<file path="src/rtl/diffeq_controller.sv">
// Control FSM for the differential-equation solver datapath: nibble-serial operand
// loading followed by four compute phases per loop iteration, with iteration and timeout guards.
module diffeq_controller #(
    parameter int MAX_ITER = 255,
    parameter int TIMEOUT  = 64,
    parameter int ITER_W   = 8
) (
    input  logic              clk,
    input  logic              reset,
    input  logic              start,
    input  logic              in_valid,
    input  logic              compute_done,
    input  logic              continue_while,
    output logic              in_ready,
    output logic              load_x,
    output logic              load_dx,
    output logic              load_a,
    output logic              load_u,
    output logic [2:0]        state,
    output logic              busy,
    output logic              done,
    output logic              error,
    output logic [ITER_W-1:0] iter_count
);

    localparam int TMR_W = $clog2(TIMEOUT + 1);

    typedef enum logic [2:0] {
        IDLE      = 3'b000,
        READ      = 3'b001,
        COMPUTE_1 = 3'b010,
        COMPUTE_2 = 3'b011,
        COMPUTE_3 = 3'b100,
        COMPUTE_4 = 3'b101,
        DONE      = 3'b110
    } state_t;

    state_t             cur_state;
    state_t             next_state;
    logic [1:0]         idx;
    logic [TMR_W-1:0]   timer;
    logic [TMR_W-1:0]   timer_next;
    logic [ITER_W-1:0]  iter_inc;
    logic               in_compute;
    logic               advance;
    logic               timed_out;
    logic               limit_hit;
    logic               accept_start;
    logic               accept_nibble;
    logic               loop_exit;

    // A timer of zero marks the first cycle of a phase, where a stale compute_done is masked.
    always_comb begin
        in_compute    = (cur_state == COMPUTE_1) || (cur_state == COMPUTE_2) ||
                        (cur_state == COMPUTE_3) || (cur_state == COMPUTE_4);
        advance       = in_compute && compute_done && (timer != '0);
        timed_out     = in_compute && !advance && ((int'(timer) + 1) >= TIMEOUT);
        iter_inc      = (iter_count == '1) ? iter_count : iter_count + 1'b1;
        limit_hit     = (MAX_ITER != 0) && (int'(iter_inc) == MAX_ITER);
        accept_start  = (cur_state == IDLE) && start;
        accept_nibble = (cur_state == READ) && in_valid;
        loop_exit     = (cur_state == COMPUTE_4) && advance;
    end

    always_comb begin
        next_state = cur_state;
        case (cur_state)
            IDLE:      if (start) next_state = READ;
            READ:      if (in_valid && idx == 2'd3) next_state = COMPUTE_1;
            COMPUTE_1: if (advance) next_state = COMPUTE_2;
                       else if (timed_out) next_state = DONE;
            COMPUTE_2: if (advance) next_state = COMPUTE_3;
                       else if (timed_out) next_state = DONE;
            COMPUTE_3: if (advance) next_state = COMPUTE_4;
                       else if (timed_out) next_state = DONE;
            COMPUTE_4: if (advance) next_state = (continue_while && !limit_hit) ? COMPUTE_1 : DONE;
                       else if (timed_out) next_state = DONE;
            DONE:      next_state = IDLE;
            default:   next_state = IDLE;
        endcase

        timer_next = '0;
        if (in_compute && next_state == cur_state) timer_next = timer + 1'b1;

        state    = cur_state;
        busy     = (cur_state != IDLE);
        in_ready = (cur_state == READ);
        load_x   = accept_nibble && (idx == 2'd0);
        load_dx  = accept_nibble && (idx == 2'd1);
        load_a   = accept_nibble && (idx == 2'd2);
        load_u   = accept_nibble && (idx == 2'd3);
    end

    always_ff @(posedge clk or posedge reset) begin
        if (reset) cur_state <= IDLE;
        else       cur_state <= next_state;
    end

    // Run bookkeeping: operand index, phase timer, iteration count and status flags.
    always_ff @(posedge clk or posedge reset) begin
        if (reset) begin
            idx        <= '0;
            timer      <= '0;
            iter_count <= '0;
            error      <= 1'b0;
            done       <= 1'b0;
        end else begin
            timer <= timer_next;
            done  <= (next_state == DONE);
            if (accept_start) begin
                idx        <= '0;
                iter_count <= '0;
                error      <= 1'b0;
            end
            if (accept_nibble) idx <= idx + 1'b1;
            if (loop_exit) iter_count <= iter_inc;
            if ((loop_exit && limit_hit) || timed_out) error <= 1'b1;
        end
    end

endmodule

</file>
<file path="config.mk">
export PLATFORM = sky130hd
export DESIGN_NAME = diffeq_controller
export DESIGN_NICKNAME = d
export VERILOG_FILES = /design/src/rtl/diffeq_controller.sv
export SDC_FILE = /design/constraint.sdc
export NUM_CORES = 1
export LEC_CHECK = 0
export CELL_PAD_IN_SITES_DETAIL_PLACEMENT = 0
export CELL_PAD_IN_SITES_GLOBAL_PLACEMENT = 1
export CORE_MARGIN = 1
export CORE_UTILIZATION = 40
export CTS_CLUSTER_DIAMETER = 60
export DETAILED_ROUTE_END_ITERATION = 6
export PLACE_DENSITY = 0.78
export RECOVER_POWER = 100
export SETUP_SLACK_MARGIN = 0.1
export SYNTH_ARGS = -nofsm -noshare
export SYNTH_HDL_FRONTEND = slang
export SYNTH_SLANG_ARGS = --single-unit
export TNS_END_PERCENT = 5
</file>
<file path="constraint.sdc">
create_clock -name clk -period 2.69 [get_ports clk]
set_input_delay 0.538 -clock clk [delete_from_list [all_inputs] [get_ports clk]]
set_output_delay 0.538 -clock clk [all_outputs]
set_load 0.005 [all_outputs]
</file>
======== Yosys cells after proc, flatten, opt, wreduce, memory -nomap -nowiden ========
Cells that the tools add are included.
cells by class
  $add $sub $neg .......................... 4
  $lt $le $gt $ge ......................... 1
  equality and inequality tests ........... 12
  mux-type cells .......................... 17
  reduce and logical (&&, ||, !) cells .... 28
operators with widths
  kind                                                  number
  2-to-1 mux 3 bit                                      8
  2-to-1 mux 8 bit                                      3
  case mux 3 bit (6 select lines)                       1
  logical AND 1 bit                                     15
  equality test 3 bit (second input constant)           3
  adder 7 x 1 -> 8 bit (second input constant)          1
  adder 8 x 1 -> 8 bit (second input constant)          1
  equality test 8 x 1 -> 1 bit (second input constant)  1
  equality test 8 bit (second input constant)           1
  >= comparator 8 x 7 -> 1 bit (second input constant)  1
  adder 7 x 1 -> 7 bit (second input constant)          1
  2-to-1 mux 7 bit                                      1
  nonzero test 7 bit                                    1
  equality test 3 x 2 -> 1 bit (second input constant)  2
  nonzero test 2 bit                                    3
  equality test 2 bit (second input constant)           2
  logical OR 1 bit                                      4
  2-to-1 mux 2 bit                                      2
  equality test 3 x 1 -> 1 bit (second input constant)  1
  equality test 3 bit                                   1
  zero test 3 bit                                       1
  nonzero test 3 bit                                    1
  adder 2 x 1 -> 2 bit (second input constant)          1
  equality test 2 x 1 -> 1 bit (second input constant)  1
  other kinds (3)                                       5
word-level totals
  register bits ........................... 22
  bits of input ports ..................... 6
  output and inout bits ................... 19
  word-level logic and storage cells ...... 68

======== Longest topological paths before layout ========
  depth in word-level cells ............... 15
  gate-level depth with buffers ........... 7
  mapped depth without buffers ............ 7

======== Worst setup path after synthesis ========
Ideal clock, no wire load.
  path type ............................... reg-to-reg
  start point ............................. reg iter_count[0]
  end point ............................... reg done
  setup time .............................. 130 ps
  arrival ................................. 1775 ps
  required time ........................... 2560 ps
  setup slack ............................. 785 ps
  stages on the path, launching flop included .. 8
  buffers on the path ..................... 1
  period minus slack after synthesis ...... 1905 ps
  path through ............................ dfrtp_1 > ha_1 > and3_1 > buf_4 > a32o_1 > a32o_1 > a31oi_1 > nor4b_2
between the ends
  longest elaborated chain between the ends .. 9
  elaborated cells on any way between the ends .. 10
  those cells by class .................... add/sub: 1; eq/ne: 3; mux: 4; reduce/logical: 2
ends and longest elaborated chain
  item                                                                RTL line  text
  start: declaration                                                  23        output logic [ITER_W-1:0] iter_count
  start signal: assignment                                            116       if (loop_exit) iter_count <= iter_inc;
  adder 8 x 1 -> 8 bit / equality test 8 bit (equally long branches)  58        iter_inc = (iter_count == '1) ? iter_count : iter_count + 1'b1;
  2-to-1 mux 8 bit (*)                                                58
  equality test 8 x 1 -> 1 bit (*)                                    59        limit_hit = (MAX_ITER != 0) && (int'(iter_inc) == MAX_ITER);
  zero test 1 bit (*)                                                 76        COMPUTE_4: if (advance) next_state = (continue_while && !limit_hit) ? COMPUTE_1 : DONE;
  logical AND 1 bit (*)                                               76
  2-to-1 mux 3 bit (*) (2 in a row)                                   76
  case mux 3 bit (6 select lines) (*)                                 67        case (cur_state)
  equality test 3 bit (*)                                             109       done <= (next_state == DONE);
  end signal: assignment                                              109
  end: declaration                                                    21        output logic done,
Every way passes the cells marked *; elsewhere a longest branch is shown, timed or not.
A chain may end at the register's enable or synchronous reset.

======== Worst setup path after layout ========
  start point ............................. reg cur_state[2], in the netlist state[2]
  end point ............................... out load_x
between the ends
  longest elaborated chain between the ends .. 3
ends and longest elaborated chain
  item                          RTL line  text
  start: declaration            38        state_t cur_state;
  start signal: assignment      96        else cur_state <= next_state;
  equality test 3 x 1 -> 1 bit  61        accept_nibble = (cur_state == READ) && in_valid;
  logical AND 1 bit             61
  logical AND 1 bit             88        load_x = accept_nibble && (idx == 2'd0);
  end: declaration              15        output logic load_x,
No other way between the ends.

==> results.sh <==
export IMPL_outcome="complete, no violations"
export IMPL_rrSetupSlack_ps=350
export IMPL_area_growth_pct=18.5
export IMPL_fin_nets=191
export IMPL_worst_ep_required_time_ps=2150
export IMPL_syn_nets=166
export IMPL_syn_inst=153
export IMPL_power_density_mw_per_mm2=659
export IMPL_pre_cts_slack_ps=239
export IMPL_place_inst=219
export IMPL_routed_wl_mm=3.25
export IMPL_grt_pass1_vias=1144
export IMPL_synth_most_common_cell="dfrtp_1"
export IMPL_n_fill_cell=344
export IMPL_numClockSinks=22
export IMPL_end_kind="output port"
export IMPL_grt_antenna_before_repair=0
export IMPL_p_leak_nw=0.738
export IMPL_synth_top_area_share_pct=38.4
export IMPL_p_int_uw=686
export IMPL_postSynthAreaPerCell_um2=9.37
export IMPL_cp_max_fo=11
export IMPL_place_gp_congestion=0.798
export IMPL_final_setup_viol_count=0
export IMPL_firstDrtPassIters=4
export IMPL_cts_root_buffer="clkbuf_4"
export IMPL_critical_path_class="register to output port"
export IMPL_die_x_um=61.9
export IMPL_fin_tns_setup_ps=0
export IMPL_p_sw_uw=434
export IMPL_synth_warnings=0
export IMPL_setup_slack_ps=210
export IMPL_timing_fmax_mhz=403
export IMPL_async_flop_share_pct=100
export IMPL_rsz0062_at_grt="false"
export IMPL_htreeDepth=1
export IMPL_port_buffers=24
export IMPL_slew_headroom_pct=17.8
export IMPL_netlist_top_cells_area="dfrtp_1 38%, ha_1 6.1%, nand3_1 3.1%"
export IMPL_clk_path_buf_depth=2
export IMPL_cts_resized=0
export IMPL_p_clk_share_pct=13.1
export IMPL_vias=1225
export IMPL_max_cap_viol_count=0
export IMPL_yosysSeqAreaShare_pct=38.4
export IMPL_final_max_slew_viol_count=0
export IMPL_post_cts_buffers=0
export IMPL_yosys_top_cells_count="22 x dfrtp_1, 12 x nor2_1, 10 x inv_1, 10 x nand2_1, 9 x nand3_1"
export IMPL_rows=21
export IMPL_ys_types=48
export IMPL_pwr_share_seq_pct=43.4
export IMPL_clock_skew_ps=4.85
export IMPL_switching_share_pct=38.8
export IMPL_drc=0
export IMPL_clk_pin_slew_ps=120
export IMPL_track_usage_pct=19.1
export IMPL_period_share_pct=92.2
export IMPL_fp_dieH_um=61.9
export IMPL_stdcell_count=222
export IMPL_peakVddDrop_mv=0.243
export IMPL_ioPinCount=25
export IMPL_min_period_ps=2480
export IMPL_synth_top_cell_by_area="dfrtp_1"
export IMPL_start_kind="register"
export IMPL_via_per_inst=5.52
export IMPL_drive_above_1_share_pct=4.55
export IMPL_n_antenna_cell=0
export IMPL_drt_iter0_drc=50
export IMPL_insertion_delay_ps=300
export IMPL_cts_tree="built"
export IMPL_post_drt_wl_per_cell_um=14.7
export IMPL_tightest_slew_ps=1230
export IMPL_grt_pass1_wl_mm=5.37
export IMPL_initial_core_util_pct=42.3
export IMPL_die_area_mm2=0.00383
export IMPL_hold_buffers=0
export IMPL_grt_ovfl_total=0
export IMPL_syn_area_mm2=0.00143
export IMPL_place_hpwl_mm=2.39
export IMPL_ant_nets=0
export IMPL_hold_viol=0
export IMPL_cp_arrival_ps=1940
export IMPL_synth_edf_count=0
export IMPL_cts_buffers=3
export IMPL_synth_seq_cells=22
export IMPL_comb_power_share_pct=43.4
export IMPL_grt_max_degree=23
export IMPL_ys_flop_type="dfrtp_1"
export IMPL_hp_class="register to register"
export IMPL_core_area_mm2=0.00339
power by group through the flow:
stage | clock network (mW) | logic [mW] | registers (mW)
2_1_floorplan | 0 | 0.366 | 0.450
3_3_place_gp | 0 | 0.530 | 0.487
3_5_place_dp | 0 | 0.544 | 0.494
4_1_cts | 0.151 | 0.546 | 0.486
5_1_grt | 0.167 | 0.556 | 0.496
6_report | 0.147 | 0.486 | 0.486
kinds of logic (layout without fill, tap and decap cells):
| group | after synthesis | in the layout | synth area share, % |
|---|---|---|---|
| multiplexers | 4 | 4 | 2.88 |
| XOR/XNOR | 5 | 5 | 3.05 |
| adder cells (fa/ha/maj) | 7 | 7 | 6.11 |
| buffers and inverters | 17 | 40 | 5.06 |
| AND/OR/NAND/NOR | 61 | 61 | 24.2 |
| flip-flops | 22 | 22 | 38.4 |
| other | 1 | 1 | 0.262 |
| AO/OA/AOI/OAI | 36 | 36 | 20.1 |
state kept, by name (all words and copies together), names as in the netlist:
name,cells
done,1
error,1
idx,2
iter_count,8
state,3
timer,7
path summary, 6_finish.rpt:
| check | startpoint | end | depth (start not counted) |
|---|---|---|---|
| setup / recovery | state[2] | load_x | 4 |
| hold / removal | error | error | 2 |
| setup reg to reg | timer[0] | done | 7 |
| hold reg to reg | error | error | 2 |
| max in group asynchronous | reset | timer[3] | 3 |
| min in group asynchronous | reset | error | 3 |
critical path, stage by stage (launching register included):
cell	delay (ps)
dfrtp_1	530
nor2_1	180
and3_1	260
and2_1	160
clkdlybuf4s50_1	510
per-stage QoR:
| step | util [%] | instance area (um2) | hold WS (ps) | total power, mW |
|---|---|---|---|---|
| 2_1_floorplan | - | 1430 | 480 | 0.816 |
| 3_3_place_gp | 50.6 | 1720 | 501 | 1.02 |
| 3_5_place_dp | 50.6 | 1720 | 502 | 1.04 |
| 4_1_cts | 51.3 | 1740 | 532 | 1.18 |
| 5_1_grt | 50.1 | 1700 | 551 | 1.22 |
| 6_report | 50.1 | 1700 | 518 | 1.12 |
layout make-up:
class	count	area, um2	share of cell area (%)
sequential	22	551	32.4
tap	46	57.6	3.39
timing repair buffer	26	248	14.6
multi-input combinational	114	779	45.9
inverter	11	41.3	2.43
clock buffer	3	22.5	1.33
cell usage in the layout, fill, tap and decap left out, drive strengths merged, types with 7 or more instances in the layout:
cell type	instances
nand2	10
inv	11
clkdlybuf4s50	8
nor2	12
dlygate4sd3	16
dfrtp	22
ha	7
nand3	9
per-layer routing:
metal  vias up  GRT usage, %  part of all wire, %
met4         0          5.71                 0.86
met1       587          27.0                   50
met5         -             0                    0
met3         4          1.86                  2.6
met2        27          30.9                   47
li1        607             -                    -
(Power assumes the default switching activity.)
